File: config.mk
export PLATFORM = sky130hd
export DESIGN_NAME = sht30_sequencer
export DESIGN_NICKNAME = d
export VERILOG_FILES = /design/src/rtl/sht30_sequencer.sv
export SDC_FILE = /design/constraint.sdc
export NUM_CORES = 1
export LEC_CHECK = 0
export CORE_AREA = 4 4 175 177
export DETAILED_ROUTE_END_ITERATION = 16
export DIE_AREA = 0 0 179 181
export GPL_TIMING_DRIVEN = 0
export HOLD_SLACK_MARGIN = 0.15
export SYNTH_ARGS = -nofsm -noshare
export SYNTH_HDL_FRONTEND = slang
export SYNTH_SLANG_ARGS = --single-unit
export TNS_END_PERCENT = 30
File: constraint.sdc
create_clock -name clk_50K -period 4.95 [get_ports clk_50K]
set_input_delay 0.7425 -clock clk_50K [delete_from_list [all_inputs] [get_ports clk_50K]]
set_output_delay 0.7425 -clock clk_50K [all_outputs]
set_load 0.01 [all_outputs]
File: src/rtl/sht30_sequencer.sv
// SHT30 measurement scheduler sitting in front of a bit-level I2C controller.
// Issues the single-shot command write, waits out the conversion, reads the
// 6-byte result, CRC-checks both words and publishes raw temperature/humidity.
// Runs single-shot on trigger or periodically while enable is high, and
// recovers a hung controller with a timeout plus a short controller reset.
//
// Ports:
//   clk_50K, rstn        clock and synchronous active-low reset
//   enable, trigger      periodic mode level / single-shot request pulse
//   i2c_state            controller state (IDLE=0 ... STOP=6)
//   ack_returned         controller ACK flag (observed only)
//   rdata                controller read shift register
//   i2c_start            one-cycle transaction start request
//   i2c_wdata            byte to transmit (combinational)
//   i2c_last_wdata       current byte is the last write byte (combinational)
//   i2c_expect_response  transaction reads 48 bits after the last write byte
//   i2c_rstn             controller reset: rstn AND recovery pulse
//   busy                 high outside IDLE
//   temp_raw, hum_raw    last CRC-clean words
//   data_valid           one-cycle pulse when the words update
//   crc_error            sticky CRC mismatch flag, cleared by data_valid
//   timeout_error        sticky transaction timeout flag, cleared by data_valid
module sht30_sequencer #(
  parameter logic [6:0]  I2C_ADDR  = 7'h44,
  parameter logic [15:0] CMD       = 16'h2400,
  parameter logic [15:0] MEAS_WAIT = 16'd800,
  parameter logic [15:0] PERIOD    = 16'd50000,
  parameter logic [15:0] TIMEOUT   = 16'd2000
) (
  input  logic        clk_50K,
  input  logic        rstn,
  input  logic        enable,
  input  logic        trigger,
  input  logic [2:0]  i2c_state,
  input  logic        ack_returned,
  input  logic [47:0] rdata,
  output logic        i2c_start,
  output logic [7:0]  i2c_wdata,
  output logic        i2c_last_wdata,
  output logic        i2c_expect_response,
  output logic        i2c_rstn,
  output logic        busy,
  output logic [15:0] temp_raw,
  output logic [15:0] hum_raw,
  output logic        data_valid,
  output logic        crc_error,
  output logic        timeout_error
);

  localparam int unsigned CNT_W  = 16;
  localparam int unsigned BIT_W  = 5;
  localparam int unsigned CRC_W  = 8;
  localparam int unsigned WORD_W = 16;

  localparam logic [2:0] I2C_IDLE     = 3'd0;
  localparam logic [2:0] I2C_WRITE    = 3'd2;
  localparam logic [2:0] I2C_WAIT_ACK = 3'd3;
  localparam logic [2:0] I2C_STOP     = 3'd6;

  localparam logic [BIT_W-1:0] CRC_BITS = BIT_W'(16);

  typedef enum logic [3:0] {
    S_IDLE,
    S_CMD_START,
    S_CMD_XFER,
    S_MEAS_WAIT,
    S_RD_START,
    S_RD_XFER,
    S_CRC_CHECK,
    S_PERIOD_WAIT,
    S_RECOVER
  } state_t;

  state_t              state, next_state;
  logic [2:0]          prev_i2c;
  logic [1:0]          byte_idx;
  logic [CNT_W-1:0]    tout_cnt;
  logic [CNT_W-1:0]    wait_cnt;
  logic [CNT_W-1:0]    period_cnt;
  logic                rec_cnt;
  logic                rec_low;
  logic [BIT_W-1:0]    bit_cnt;
  logic [WORD_W-1:0]   sh_t, sh_h;
  logic [CRC_W-1:0]    crc_t, crc_h;
  logic [CRC_W-1:0]    lat_crc_t, lat_crc_h;

  logic start_c, txn_end_c, in_xfer_c, timeout_c, crc_ok_c, crc_done_c;

  // ACK is informational only; sequencing relies on controller state.
  logic unused_ack;
  assign unused_ack = ack_returned;

  assign i2c_rstn = rstn & ~rec_low;

  // One step of the MSB-first CRC-8 (poly 0x31) over a single input bit.
  function automatic logic [7:0] crc8_step(input logic [7:0] crc, input logic din);
    crc8_step = {crc[6:0], 1'b0} ^ (((crc[7] ^ din) == 1'b1) ? 8'h31 : 8'h00);
  endfunction

  // State register.
  always_ff @(posedge clk_50K) begin
    if (!rstn) state <= S_IDLE;
    else       state <= next_state;
  end

  // Next-state and per-cycle strobes.
  always_comb begin
    next_state = state;
    start_c    = 1'b0;
    txn_end_c  = (prev_i2c == I2C_STOP) && (i2c_state == I2C_IDLE);
    in_xfer_c  = (state == S_CMD_XFER) || (state == S_RD_XFER);
    timeout_c  = 1'b0;
    crc_done_c = (state == S_CRC_CHECK) && (bit_cnt == CRC_BITS);
    crc_ok_c   = (crc_t == lat_crc_t) && (crc_h == lat_crc_h);
    case (state)
      S_IDLE:
        if (trigger || enable) next_state = S_CMD_START;
      S_CMD_START:
        if (i2c_state == I2C_IDLE) begin
          start_c    = 1'b1;
          next_state = S_CMD_XFER;
        end
      S_CMD_XFER:
        if (txn_end_c) next_state = S_MEAS_WAIT;
        else if (tout_cnt == TIMEOUT - 16'd1) begin
          timeout_c  = 1'b1;
          next_state = S_RECOVER;
        end
      S_MEAS_WAIT:
        if (wait_cnt == MEAS_WAIT - 16'd1) next_state = S_RD_START;
      S_RD_START:
        if (i2c_state == I2C_IDLE) begin
          start_c    = 1'b1;
          next_state = S_RD_XFER;
        end
      S_RD_XFER:
        if (txn_end_c) next_state = S_CRC_CHECK;
        else if (tout_cnt == TIMEOUT - 16'd1) begin
          timeout_c  = 1'b1;
          next_state = S_RECOVER;
        end
      S_CRC_CHECK:
        if (crc_done_c) next_state = S_PERIOD_WAIT;
      S_PERIOD_WAIT:
        if (!enable) next_state = S_IDLE;
        else if (period_cnt >= PERIOD - 16'd1) next_state = S_CMD_START;
      S_RECOVER:
        if (rec_cnt) next_state = S_PERIOD_WAIT;
      default:
        next_state = S_IDLE;
    endcase
  end

  // Byte presented to the controller, selected by transaction and byte index.
  always_comb begin
    i2c_wdata      = 8'h00;
    i2c_last_wdata = 1'b0;
    case (state)
      S_CMD_START, S_CMD_XFER:
        case (byte_idx)
          2'd0: i2c_wdata = {I2C_ADDR, 1'b0};
          2'd1: i2c_wdata = CMD[15:8];
          2'd2: begin
            i2c_wdata      = CMD[7:0];
            i2c_last_wdata = 1'b1;
          end
          default: i2c_wdata = 8'h00;
        endcase
      S_RD_START, S_RD_XFER: begin
        i2c_wdata      = {I2C_ADDR, 1'b1};
        i2c_last_wdata = 1'b1;
      end
      default: ;
    endcase
  end

  // Datapath: counters, controller handshake, CRC engine and result registers.
  always_ff @(posedge clk_50K) begin
    if (!rstn) begin
      prev_i2c            <= I2C_IDLE;
      byte_idx            <= 2'd0;
      tout_cnt            <= '0;
      wait_cnt            <= '0;
      period_cnt          <= '0;
      rec_cnt             <= 1'b0;
      rec_low             <= 1'b0;
      bit_cnt             <= '0;
      sh_t                <= '0;
      sh_h                <= '0;
      crc_t               <= '0;
      crc_h               <= '0;
      lat_crc_t           <= '0;
      lat_crc_h           <= '0;
      i2c_start           <= 1'b0;
      i2c_expect_response <= 1'b0;
      busy                <= 1'b0;
      temp_raw            <= '0;
      hum_raw             <= '0;
      data_valid          <= 1'b0;
      crc_error           <= 1'b0;
      timeout_error       <= 1'b0;
    end else begin
      prev_i2c            <= i2c_state;
      i2c_start           <= start_c;
      busy                <= (next_state != S_IDLE);
      i2c_expect_response <= (next_state == S_RD_START) || (next_state == S_RD_XFER);
      rec_low             <= (next_state == S_RECOVER);
      rec_cnt             <= (state == S_RECOVER) ? ~rec_cnt : 1'b0;
      data_valid          <= 1'b0;

      // A byte is done when the controller moves from WRITE into WAIT_ACK.
      if ((state == S_CMD_START) || (state == S_RD_START))
        byte_idx <= 2'd0;
      else if ((prev_i2c == I2C_WRITE) && (i2c_state == I2C_WAIT_ACK) && (byte_idx != 2'd3))
        byte_idx <= byte_idx + 2'd1;

      if ((state == S_CMD_START) || (state == S_RD_START)) tout_cnt <= '0;
      else if (in_xfer_c)                                   tout_cnt <= tout_cnt + 16'd1;

      if (state == S_MEAS_WAIT) wait_cnt <= wait_cnt + 16'd1;
      else                      wait_cnt <= '0;

      // Period is measured from the first cycle of each CMD_START; saturates.
      if ((next_state == S_CMD_START) && (state != S_CMD_START)) period_cnt <= '0;
      else if (period_cnt != 16'hFFFF)                            period_cnt <= period_cnt + 16'd1;

      if (timeout_c) timeout_error <= 1'b1;

      // Latch the read result; the words rotate so they are intact after 16 steps.
      if ((state == S_RD_XFER) && (next_state == S_CRC_CHECK)) begin
        sh_t      <= rdata[47:32];
        lat_crc_t <= rdata[31:24];
        sh_h      <= rdata[23:8];
        lat_crc_h <= rdata[7:0];
        crc_t     <= 8'hFF;
        crc_h     <= 8'hFF;
        bit_cnt   <= '0;
      end else if ((state == S_CRC_CHECK) && !crc_done_c) begin
        crc_t   <= crc8_step(crc_t, sh_t[15]);
        crc_h   <= crc8_step(crc_h, sh_h[15]);
        sh_t    <= {sh_t[14:0], sh_t[15]};
        sh_h    <= {sh_h[14:0], sh_h[15]};
        bit_cnt <= bit_cnt + 5'd1;
      end

      if (crc_done_c) begin
        if (crc_ok_c) begin
          temp_raw      <= sh_t;
          hum_raw       <= sh_h;
          data_valid    <= 1'b1;
          crc_error     <= 1'b0;
          timeout_error <= 1'b0;
        end else begin
          crc_error <= 1'b1;
        end
      end
    end
  end

endmodule
Yosys cells after proc, flatten, opt, wreduce, memory -nomap -nowiden
Cells that the tools add are included.

Bits in read-only memories: 0. Memories: 0. Output and inout port bits: 48. Bits of input ports: 56. Bits in writable memories: 0. Logic and storage cells: 128. Latch bits: 0. Bits in registers: 166.

Reduce and logical (&&, ||, !) cells: 30. Add/sub/neg operators: 5. Shift-type cells: 0. Divide/modulo/power cells: 0. Mux-type cells: 35. Magnitude comparators: 1. Bitwise operators: 8. Equal/unequal tests: 26. Multipliers: 0.

Operators with widths (count): $mux 16 (4); $add 16x1->16 const B (3); $mux 4 (11); $pmux 4 s9 (1); $mux 8 (4); $pmux 8 s2 (2); $eq 4x3->1 const B (7); $eq 16x10->1 const B (1); $eq 16x11->1 const B (1); $eq 8x8->1 (2); $ge 16x16->1 const B (1); $ne 16x16->1 const B (1); $xor 8x6->8 (2); $reduce_or 2->1 (7); $mux 6 (2); $mux 1 (10); $reduce_and 2->1 (5); $eq 4x1->1 const B (2); $eq 4x2->1 const B (2); $eq 4x4->1 const B (2); $logic_and 1x1->1 (8); $eq 3x2->1 const B (2); $add 5x1->5 const B (1); $eq 5x5->1 const B (1); 17 further kinds (23).

Longest topological paths before layout
Depth after elaboration: 7. Mapped depth: 11. Gate-level depth less buffers: 9.

Least setup slack after synthesis
Ideal clock, no wire load.

Kind: input -> register. Start point: input i2c_state[0]. End point: register lat_crc_h[3]. Cell stages on the path: 9. Data required time: 4.822 ns. Path slack: 2.168 ns. Library setup time: 0.128 ns. Data arrival time: 2.655 ns. Path buffers: 2. Cells stage by stage: or3_1 a221o_1 a211oi_1 o221ai_2 or3_1 buf_2 buf_4 mux2i_1 nor2_1.

Word-level cells in the longest chain between the ends: 6. Elaborated cells on any way between the ends: 9. Those cells by class: eq/ne (1); mux (5); reduce/logical (3).

RTL lines: start: declaration (RTL line 34) `input logic [2:0] i2c_state,`; $logic_not 3->1 (*) (RTL line 110, 119, 132); $logic_and 1x1->1 (RTL line 110) `txn_end_c = (prev_i2c == I2C_STOP) && (i2c_state == I2C_IDLE);`; $mux 4, on equally long branches (RTL line 137, 124); $pmux 4 s9 (*) (RTL line 115) `case (state)`; $eq 4x3->1 (*) (RTL line 230) `if ((state == S_RD_XFER) && (next_state == S_CRC_CHECK)) begin`; $logic_and 1x1->1 (*) (RTL line 230); end signal: assignment (RTL line 234) `lat_crc_h <= rdata[7:0];`; end: declaration (RTL line 85) `logic [CRC_W-1:0] lat_crc_t, lat_crc_h;`.

Every way passes the cells marked *; elsewhere a longest branch is shown, timed or not. A chain may end at the register's enable or synchronous reset.

Worst setup path in the final report
Start point: input i2c_state[0]. End point: register sh_h[15].

Word-level cells in the longest chain between the ends: 7. Elaborated cells on any way between the ends: 11. Those cells by class: eq/ne (1); mux (6); reduce/logical (4).

RTL lines: $logic_not 3->1 (*) (RTL line 110, 119, 132); $logic_and 1x1->1 (RTL line 110); $mux 4, on equally long branches (RTL line 137, 124); $pmux 4 s9 (*) (RTL line 115); $eq 4x3->1 (*) (RTL line 230); $logic_and 1x1->1 (*) (RTL line 230); $mux 16 / $reduce_bool 2->1 (equally long branches); end signal: assignment (RTL line 233) `sh_h <= rdata[23:8];`; end signal: assignment (RTL line 242) `sh_h <= {sh_h[14:0], sh_h[15]};`; end: declaration (RTL line 83) `logic [WORD_W-1:0] sh_t, sh_h;`.

Marked as above.

==> metrics.txt <==
Critical Path Fanout Max 10; Rel. slew slack 48.4%; Iter 0 DRT Violations 317; Synth top cells by count 166 x dfxtp_1, 119 x nor2_1, 65 x nand2_1, 51 x mux2i_1, 48 x and3_1; CP Data Required Time 5.32 ns; post-DR vias/cell 4.45; CP cell instances clkdlybuf4s50_1 -> or3_1 -> a221o_1 -> a211oi_1 -> o221ai_2 -> or3_1 -> buf_2 -> nor2_4 -> buf_2 -> a221o_1; initial antenna violation count 0; Clock Root Buffer clkbuf_16; Worst Tran Pin Value 0.775 ns; Post-synth EDFFs 0; utilization after layout 31.6%; status complete, no violations; routability cong. 0.807; H-tree depth 4; most frequent cell after synthesis dfxtp_1; Gate power share 5.0%; Syn Inst Count 768; Skew-Pair Late Insertion Delay 0.43 ns; HPWL after DPL 13900 um; final hold violations 0; peak per-stage delay on the critical path 0.52 ns; vias in the first global route 5664; hold buffers post-CTS 0; Num CTS Buffers 17; die width 179 um; drt drc 0; post-CTS setup buffer count 0; Die Y-Extent 181 um; peak supply drop 0.219 mV; Reg power frac 48.3%; Critical path buffers and inverters 3; n_diodes 0; row cnt 63; RSZ-0062 raised after global routing false; top cell type's share of synthesized area 46.3%; Area Growth Syn to Fin 28.6%; Vias 5738; Synth Register Bits 166; Port Buf Inserts 98; Crit path max-delay family buffers and inverters; final net count 952; CTS tree built; setup TNS 0 ns; Leak 3.79 nW; # Max-Cap Violations 0; Pwr Density 301 mW/mm2; Psw 650 uW; Setup crit end kind register; DRT antenna net count 0; Worst Hold Class register to register; layout cells sized above 1 7.56%; clock period minus worst slack 3.36 ns; total core area 0.0292 mm2; largest net degree at the start of global routing 17; WL/cell 14.5 um; Mapped Area 0.00718 mm2; Int Pwr 2.13 mW; Async S/R FF share, synth 0%; Total GRT Usage 11.6%; # setup viols final 0; worst setup path class input port to register; critical path arrival 3.74 ns; Yosys warnings 0; unique cell type count in the Yosys netlist 59; Boundary Pins 104; starting density of the core 24.5%; top cells by area, synth dfxtp_1 46%, mux2i_1 7.1%, nor2_1 6.2%, a221o_1 4.6%, and3_1 4.2%; Clk pwr share 46.7%; Clock transition at path regs 0.07 ns; Fin Clk Skew 0.0155 ns; total global routing overflow 0; die area 0.0324 mm2; placed standard-cell area 0.00865 mm2; post-synth top area cell dfxtp_1; CTS sink cnt 166; slowest CP cell clkdlybuf4s50_1; final wirelength 18600 um; DR pass1 iterations 4; Top FF cell, synth dfxtp_1; Max Clk Rate 297 MHz; first-pass GRT wire length 29800 um; startpoint types input port; post-CTS sizing 0; Sw Share 23.4%; Tcrit/Tclk final 67.9%; Bufs on Longest Clock Path 2; Design Area, Final 0.00923 mm2; syn_area_per_cell 9.35 um2; hold_ws 0.452 ns; max-slew violations 0; post-synthesis sequential area ratio 46.3%
==> placed cells by master (no fill, tap or decap), types with 9 or more instances in the layout <==
cell type	instances
a21oi_1	25
a221o_1	33
a31oi_1	11
and3_1	48
clkbuf_1	23
clkbuf_16	17
clkdlybuf4s50_1	98
dfxtp_1	166
ha_1	9
inv_1	9
mux2i_1	51
nand2_1	65
nand3_1	13
nand4_1	17
nor2_1	119
o21ai_0	14
xnor2_1	30
xor2_1	34
==> power by group through the flow <==
stage	Sequential, mW	Combinational, mW	Clock, mW
finish	1.34	0.138	1.30
global route	1.34	0.152	1.39
CTS	1.34	0.140	1.33
detailed placement	1.38	0.140	0
global placement	1.38	0.139	0
floorplan	1.37	0.0624	0
==> worst register-to-register path, cell delays in order, from the launching register on <==
cell and delay [ns]:
dfxtp_1 0.42, or4b_1 0.52, nor4_4 0.39, o21ai_2 0.12, a2111oi_4 0.48, a211oi_2 0.10, nor2_2 0.41, buf_6 0.22
a221o_1 0.16
==> routing by layer <==
metal  track usage [%]  share of wire, %
met5                 0                 0
met4              3.41               1.7
met3              4.14               5.8
met2              18.7                48
met1              14.6                45
==> per-stage QoR <==
stage | power [mW] | cells | setup WS, ns
after floorplan | 1.44 | 770 | 2.17
final | 2.78 | 1290 | 1.59
after global routing | 2.88 | 1290 | 1.47
after global placement | 1.51 | 1258 | 1.23
after CTS | 2.82 | 1290 | 1.65
after detailed placement | 1.51 | 1258 | 1.21
==> path summary, 6_finish.rpt <==
check,startpoint,endpoint,slack (ns),cells past startpoint
setup reg to reg,tout_cnt[3],sh_h[8],2.08,8
setup / recovery,i2c_state[0],sh_h[15],1.59,10
hold / removal,crc_error,crc_error,0.45,2
hold reg to reg,crc_error,crc_error,0.45,2
==> sequential cells by signal, indices dropped and copies added, names as in the netlist, 2 cells and up <==
register	flops
sh_h	16
sh_t	16
byte_idx	2
lat_crc_h	8
bit_cnt	5
hum_raw	16
period_cnt	16
wait_cnt	16
state	4
temp_raw	16
prev_i2c	3
lat_crc_t	8
crc_h	8
tout_cnt	16
crc_t	8
==> logic make-up after synthesis <==
group / count (synthesis) / share of synthesized area [%]
mux: 51 / 7.11
xor+xnor: 64 / 7.81
other cells: 1 / 0.0522
compound gates: 96 / 10.4
flops: 166 / 46.3
buf+inv: 55 / 3.94
fa+ha+maj: 9 / 1.57
simple gates: 326 / 22.8
==> area by class of cell <==
type	count	area [um2]
plain buffers	45	245
multi-input cells	549	3580
inverters	10	37.5
clock inverters	13	131
flip-flops and latches	166	3320
well taps	390	488
fillers	3001	20000
repair buffers	98	981
clock buffers	19	443
Power figures use the tool's default switching activity.
